File: src/rtl/cpu_mem_pkg.sv
// cpu_mem_pkg: store size encodings, store FSM states and the store legality check
package cpu_mem_pkg;

    localparam logic [1:0] SZ_BYTE = 2'b00;
    localparam logic [1:0] SZ_HALF = 2'b01;
    localparam logic [1:0] SZ_WORD = 2'b10;

    typedef enum logic [2:0] {S_IDLE, S_RD, S_WAIT, S_WR, S_ERR} state_t;

    function automatic logic store_err(input logic [1:0] a, input logic [1:0] sz);
        return sz == 2'b11 || (sz == SZ_HALF && a[0]) || (sz == SZ_WORD && a != 2'b00);
    endfunction

endpackage

File: src/rtl/store_lane_merge.sv
// store_lane_merge: little-endian merge of byte/half/word store data into an existing word
module store_lane_merge
    import cpu_mem_pkg::*;
(
    input  logic [31:0] old_word,
    input  logic [31:0] data,
    input  logic [1:0]  lane,
    input  logic [1:0]  size,
    output logic [31:0] merged
);

    logic [31:0] mask;
    logic [31:0] src;

    always_comb begin
        mask   = size == SZ_BYTE ? 32'h0000_00FF << {lane, 3'b000}
               : size == SZ_HALF ? (lane[1] ? 32'hFFFF_0000 : 32'h0000_FFFF)
               : 32'hFFFF_FFFF;
        src    = size == SZ_BYTE ? {4{data[7:0]}} : size == SZ_HALF ? {2{data[15:0]}} : data;
        merged = (old_word & ~mask) | (src & mask);
    end

endmodule

File: src/rtl/store_rmw_unit.sv
// store_rmw_unit: sb/sh/sw store path using read-modify-write on a word-wide memory without byte enables
module store_rmw_unit
    import cpu_mem_pkg::*;
#(
    parameter int TIMEOUT = 16
) (
    input  logic        clk,
    input  logic        rst,
    input  logic        req_valid,
    output logic        req_ready,
    input  logic [31:0] req_addr,
    input  logic [31:0] req_wdata,
    input  logic [1:0]  req_size,
    output logic        busy,
    output logic        done,
    output logic        err,
    output logic [31:0] mem_addr,
    output logic        mem_re,
    input  logic [31:0] mem_rdata,
    input  logic        mem_rvalid,
    output logic        mem_we,
    output logic [31:0] mem_wdata
);

    localparam int CW = $clog2(TIMEOUT);
    localparam logic [CW-1:0] LAST = CW'(TIMEOUT - 1);

    state_t        state;
    logic [1:0]    lane;
    logic [1:0]    size;
    logic [31:0]   data;
    logic [31:0]   wbuf;
    logic [31:0]   merged;
    logic [CW-1:0] cnt;

    store_lane_merge u_merge (
        .old_word (mem_rdata),
        .data     (data),
        .lane     (lane),
        .size     (size),
        .merged   (merged)
    );

    assign req_ready = state == S_IDLE;
    assign busy      = state != S_IDLE;
    assign mem_wdata = wbuf;

    // Strobes are registered on the edge that enters their state, so each lasts exactly one cycle.
    always_ff @(posedge clk) begin
        if (rst) begin
            state    <= S_IDLE;
            mem_re   <= 1'b0;
            mem_we   <= 1'b0;
            done     <= 1'b0;
            err      <= 1'b0;
            mem_addr <= '0;
            wbuf     <= '0;
            lane     <= '0;
            size     <= '0;
            data     <= '0;
            cnt      <= '0;
        end else begin
            mem_re <= 1'b0;
            mem_we <= 1'b0;
            done   <= 1'b0;
            err    <= 1'b0;
            case (state)
                S_IDLE: if (req_valid) begin
                    lane <= req_addr[1:0];
                    size <= req_size;
                    data <= req_wdata;
                    wbuf <= req_wdata;
                    if (store_err(req_addr[1:0], req_size)) begin
                        state <= S_ERR;
                        err   <= 1'b1;
                    end else if (req_size == SZ_WORD) begin
                        state    <= S_WR;
                        mem_we   <= 1'b1;
                        done     <= 1'b1;
                        mem_addr <= {req_addr[31:2], 2'b00};
                    end else begin
                        state    <= S_RD;
                        mem_re   <= 1'b1;
                        mem_addr <= {req_addr[31:2], 2'b00};
                    end
                end
                S_RD: begin
                    cnt   <= '0;
                    state <= S_WAIT;
                end
                S_WAIT: if (mem_rvalid) begin
                    wbuf   <= merged;
                    state  <= S_WR;
                    mem_we <= 1'b1;
                    done   <= 1'b1;
                end else if (cnt == LAST) begin
                    state    <= S_ERR;
                    err      <= 1'b1;
                    mem_addr <= '0;
                end else begin
                    cnt <= cnt + 1'b1;
                end
                default: begin
                    state    <= S_IDLE;
                    mem_addr <= '0;
                end
            endcase
        end
    end

endmodule

File: config.mk
export PLATFORM = sky130hd
export DESIGN_NAME = store_rmw_unit
export DESIGN_NICKNAME = d
export VERILOG_FILES = /design/src/rtl/cpu_mem_pkg.sv /design/src/rtl/store_lane_merge.sv /design/src/rtl/store_rmw_unit.sv
export SDC_FILE = /design/constraint.sdc
export NUM_CORES = 1
export LEC_CHECK = 0
export ABC_AREA = 1
export BUFFER_PORTS_ARGS = -buffer_cell sky130_fd_sc_hd__buf_4
export CAP_MARGIN = 20
export CORE_ASPECT_RATIO = 1.25
export CORE_MARGIN = 3
export CORE_UTILIZATION = 47
export CTS_BUF_LIST = sky130_fd_sc_hd__clkbuf_8
export DETAILED_ROUTE_END_ITERATION = 10
export HOLD_SLACK_MARGIN = 0.12
export PLACE_DENSITY = 0.83
export SETUP_SLACK_MARGIN = 0.5
export SYNTH_ARGS = -nofsm -noshare
export SYNTH_HDL_FRONTEND = slang
export SYNTH_SLANG_ARGS = --single-unit
File: constraint.sdc
create_clock -name clk -period 1.3 [get_ports clk]
set_input_delay 0.26 -clock clk [delete_from_list [all_inputs] [get_ports clk]]
set_output_delay 0.26 -clock clk [all_outputs]
set_load 0.02 [all_outputs]
==> key figures <==
Synth
  – Register area share after synthesis: 40.4%
  – Synth Register Bits: 108
  – Cell Area, Synth: 5350 µm²
  – Post-synth top area cell: dfxtp_1
  – Post-synth EDFFs: 0
  – Synthesized instance count: 834
  – Yosys warnings: 0
  – Share of the synthesized area in the top cell type: 40.4%
  – Async set-reset flop share out of synthesis: 0%
  – Post-synthesis cell type count: 27
  – Area contributors post-synth: dfxtp_1, nand2_1, nand3_1
  – Top_reg_cell synth: dfxtp_1
  – Mean post-synth cell area: 6.42 µm²

Pwr
  – PwrDens: 1400 nW/µm²
  – Logic pwr share: 51.5%
  – Net Sw Frac: 39.7%
  – Net switching power: 5.14 mW
  – Clock share of power: 15.3%
  – P_int: 7.81 mW
  – Worst IR Drop VDD: 0.864 mV
  – Pleak: 4.49 nW
  – Seq pwr share: 33.2%

GRT
  – First-pass GRT wire length: 30800 µm
  – Largest net degree at the start of global routing: 52
  – Initial antenna violation count: 0
  – Total Routing Usage GR: 30.2%
  – Congestion Overflow GR: 0
  – Vias in the first global route: 6213

Routing
  – DR WL/cell: 19.7 µm
  – Drt drc: 0
  – Post-route ant nets: 0
  – DR vias: 7231
  – Total Wirelength: 24100 µm
  – DR iter-0 viols: 673
  – Detailed Routing Iterations Pass 1: 7
  – Vias per inst: 5.89

Worst setup path
  – Max FO, Critical Path: 10
  – Most used cell, CP: nand2_1
  – Crit path largest cell delay: 0.47 ns
  – FF-to-FF End: mem_wdata[15]$_SDFFE_PP0P_
  – Worst Setup End Kind: flip-flop
  – Critical Path AT: 1.98 ns
  – Register-to-Register Setup Slack: -0.36 ns
  – Crit-path slowest cell: dfxtp_1
  – CP startpoint kind: flip-flop
  – R2R Path Start: size[1]$_SDFFE_PP0P_
  – Buf/Inv on CP: 1
  – WS Path Type: reg2reg
  – Req. time, crit path: 1.63 ns
  – Cell breakdown of the critical path: nor2_2 > buf_4 > o21ai_0 > nand2_1 > nand2_1 > a21oi_2 > nor2_1
  – R2R depth: 7
  – Top delay family on crit path: compound AO/OA/AOI/OAI gates

Hold path
  – Worst Hold Path EP: data[25]$_SDFFE_PP0P_
  – HP Start: req_wdata[25]
  – Hold depth: 3
  – Min-delay worst type: in2reg

Layout
  – Area growth syn-to-layout: 73.4%
  – Post-route core utilization: 85.3%
  – Share of cells above drive strength 1: 51.1%
  – Final non-filler cell total: 1227
  – Nets: 1194
  – Diodes inserted: 0

STA
  – Relative slew slack: 62.8%
  – Clock Skews: 0.00998 ns
  – Worst setup margin: -0.355 ns
  – Slew @ Worst Pin: 0.552 ns
  – Setup TNS: -20.49 ns
  – Unrepaired setup endpoints after global routing: yes
  – Final Max Tran Viols: 0
  – Crit share post-route: 127%
  – Final Hold Fails: 0
  – Setup violators final: 108
  – F_max: 604 MHz
  – Fin crit period: 1.66 ns

Placed design
  – Routability cong.: 0.884
  – IO buf count: 169
  – Hpwl dp: 11300 µm
  – Placed insts: 1136

Clock tree
  – Clk pin slew, worst setup/hold paths: 0.10 ns
  – CTS tree: built
  – Hold_buf cts: 0
  – H-tree levels: 3
  – Skew-Pair Late Insertion Delay: 0.39 ns
  – CTS max path bufs: 2
  – CTS sink cnt: 108
  – CTS buffer count: 9
  – Root Driver: clkbuf_8

Floorplan
  – Die X: 101 µm
  – Rows: 42
  – I/O pin count: 172
  – Die area: 12700 µm²
  – Die Y: 125 µm
  – Initial core utilization: 49.2%
  – Floorplan core area: 10900 µm²

Run
  – MaxCap Viol Count: 0

Outcome
  – Status: complete, but fails checks
  – Failing checks: negative setup slack
-- synthesized netlist by cell type, types with 10 or more instances --
cell	number
nor2_1	72
inv_2	10
nand2_1	291
o21ai_1	12
buf_2	15
o21ai_0	43
nand3_1	84
dfxtp_1	108
a21oi_1	82
inv_1	48
clkbuf_1	27
-- flip-flops by register name (all words and copies together), names as in the netlist --
name	flops
data	32
mem_wdata	32
mem_addr	30
cnt	4
state	3
lane	2
size	2
err	1
mem_re	1
mem_we	1
-- how the worst max path moves through the flow --
stage	start	end	slack (ns)	cells after the start
2_1_floorplan	state[2]$_SDFFE_PP0P_	mem_addr[10]$_SDFFE_PP0P_	-0.03	9
3_3_place_gp	state[2]$_SDFFE_PP0P_	mem_addr[3]$_SDFFE_PP0P_	-0.12	9
3_5_place_dp	state[2]$_SDFFE_PP0P_	mem_addr[3]$_SDFFE_PP0P_	-0.16	9
4_1_cts	state[0]$_SDFFE_PP0P_	req_ready	-0.18	5
5_1_grt	state[2]$_SDFFE_PP0P_	mem_wdata[4]$_SDFFE_PP0P_	-0.40	10
6_report	size[1]$_SDFFE_PP0P_	mem_wdata[15]$_SDFFE_PP0P_	-0.36	7
-- repair_timing --
action / 4_1_cts / 5_1_grt
buffers inserted: 26 / 35
setup endpoints to repair: 176 / 176
gates cloned: 12 / 3
pin swaps: 34 / 20
gates resized for setup: 275 / 100
-- stage by stage --
step	area (µm²)	power, mW	setup WS [ns]	hold WS [ns]
2_1_floorplan	5560	6.76	-0.0316	0.403
3_3_place_gp	7180	8.26	-0.121	0.454
3_5_place_dp	7180	8.33	-0.165	0.457
4_1_cts	8590	11.7	-0.185	0.131
5_1_grt	9280	13.4	-0.401	0.135
6_report	9280	12.9	-0.355	0.132
-- routing by layer --
layer / GRT usage [%] / part of all wire [%] / vias to the layer above
met2: 50.2 / 49 / 594
met1: 35.8 / 34 / 3274
met5: 0 / 0 / -
met3: 7.24 / 10 / 190
met4: 15.1 / 6.8 / 0
li1: - / - / 3173
-- power by group through the flow --
stage / sequential [mW] / clock (mW) / combinational (mW)
4_1_cts: 4.23 / 1.97 / 5.50
3_5_place_dp: 4.16 / 0 / 4.17
5_1_grt: 4.33 / 2.10 / 7.02
6_report: 4.29 / 1.98 / 6.67
2_1_floorplan: 4.54 / 0 / 2.22
3_3_place_gp: 4.15 / 0 / 4.10
-- tightest hold or removal path, stage by stage --
cell     delay [ns]
buf_4          0.12
nand2_1        0.05
a21oi_1        0.05
-- cell type report --
| cell class | instances | area (µm²) |
|---|---|---|
| clock buffers | 11 | 151 |
| clock inverters | 4 | 25.0 |
| fillers | 523 | 1600 |
| inverters | 58 | 251 |
| multi-input cells | 617 | 3400 |
| flip-flops and latches | 108 | 2260 |
| well taps | 132 | 165 |
| repair buffers | 294 | 2990 |
| repair inverters | 3 | 38.8 |
-- cell usage in the layout (no fill, tap or decap), types with 9 or more instances in the layout --
cell / count
nand3_2: 10
buf_12: 19
buf_6: 87
nor2_2: 16
inv_2: 11
buf_4: 176
dfxtp_2: 68
dfxtp_1: 37
clkbuf_8: 11
nand2_1: 260
o21ai_2: 37
o21ai_0: 9
a21oi_1: 50
nand2_4: 14
nor2_4: 11
a21oi_2: 31
nand2_2: 22
nor2_1: 47
nand3_1: 72
o21ai_1: 11
inv_1: 42
-- logic make-up after synthesis --
kind of cell,count (synthesis),synth area share (%)
xor gates and xnor gates,2,0.327
DFF,108,40.4
AOI/OAI and AO/OA,142,13.6
adders and majority gates,1,0.234
buffers and inverters,111,9.12
other,1,0.0701
and+or+nand+nor,469,36.2
Power figures use the tool's default switching activity.
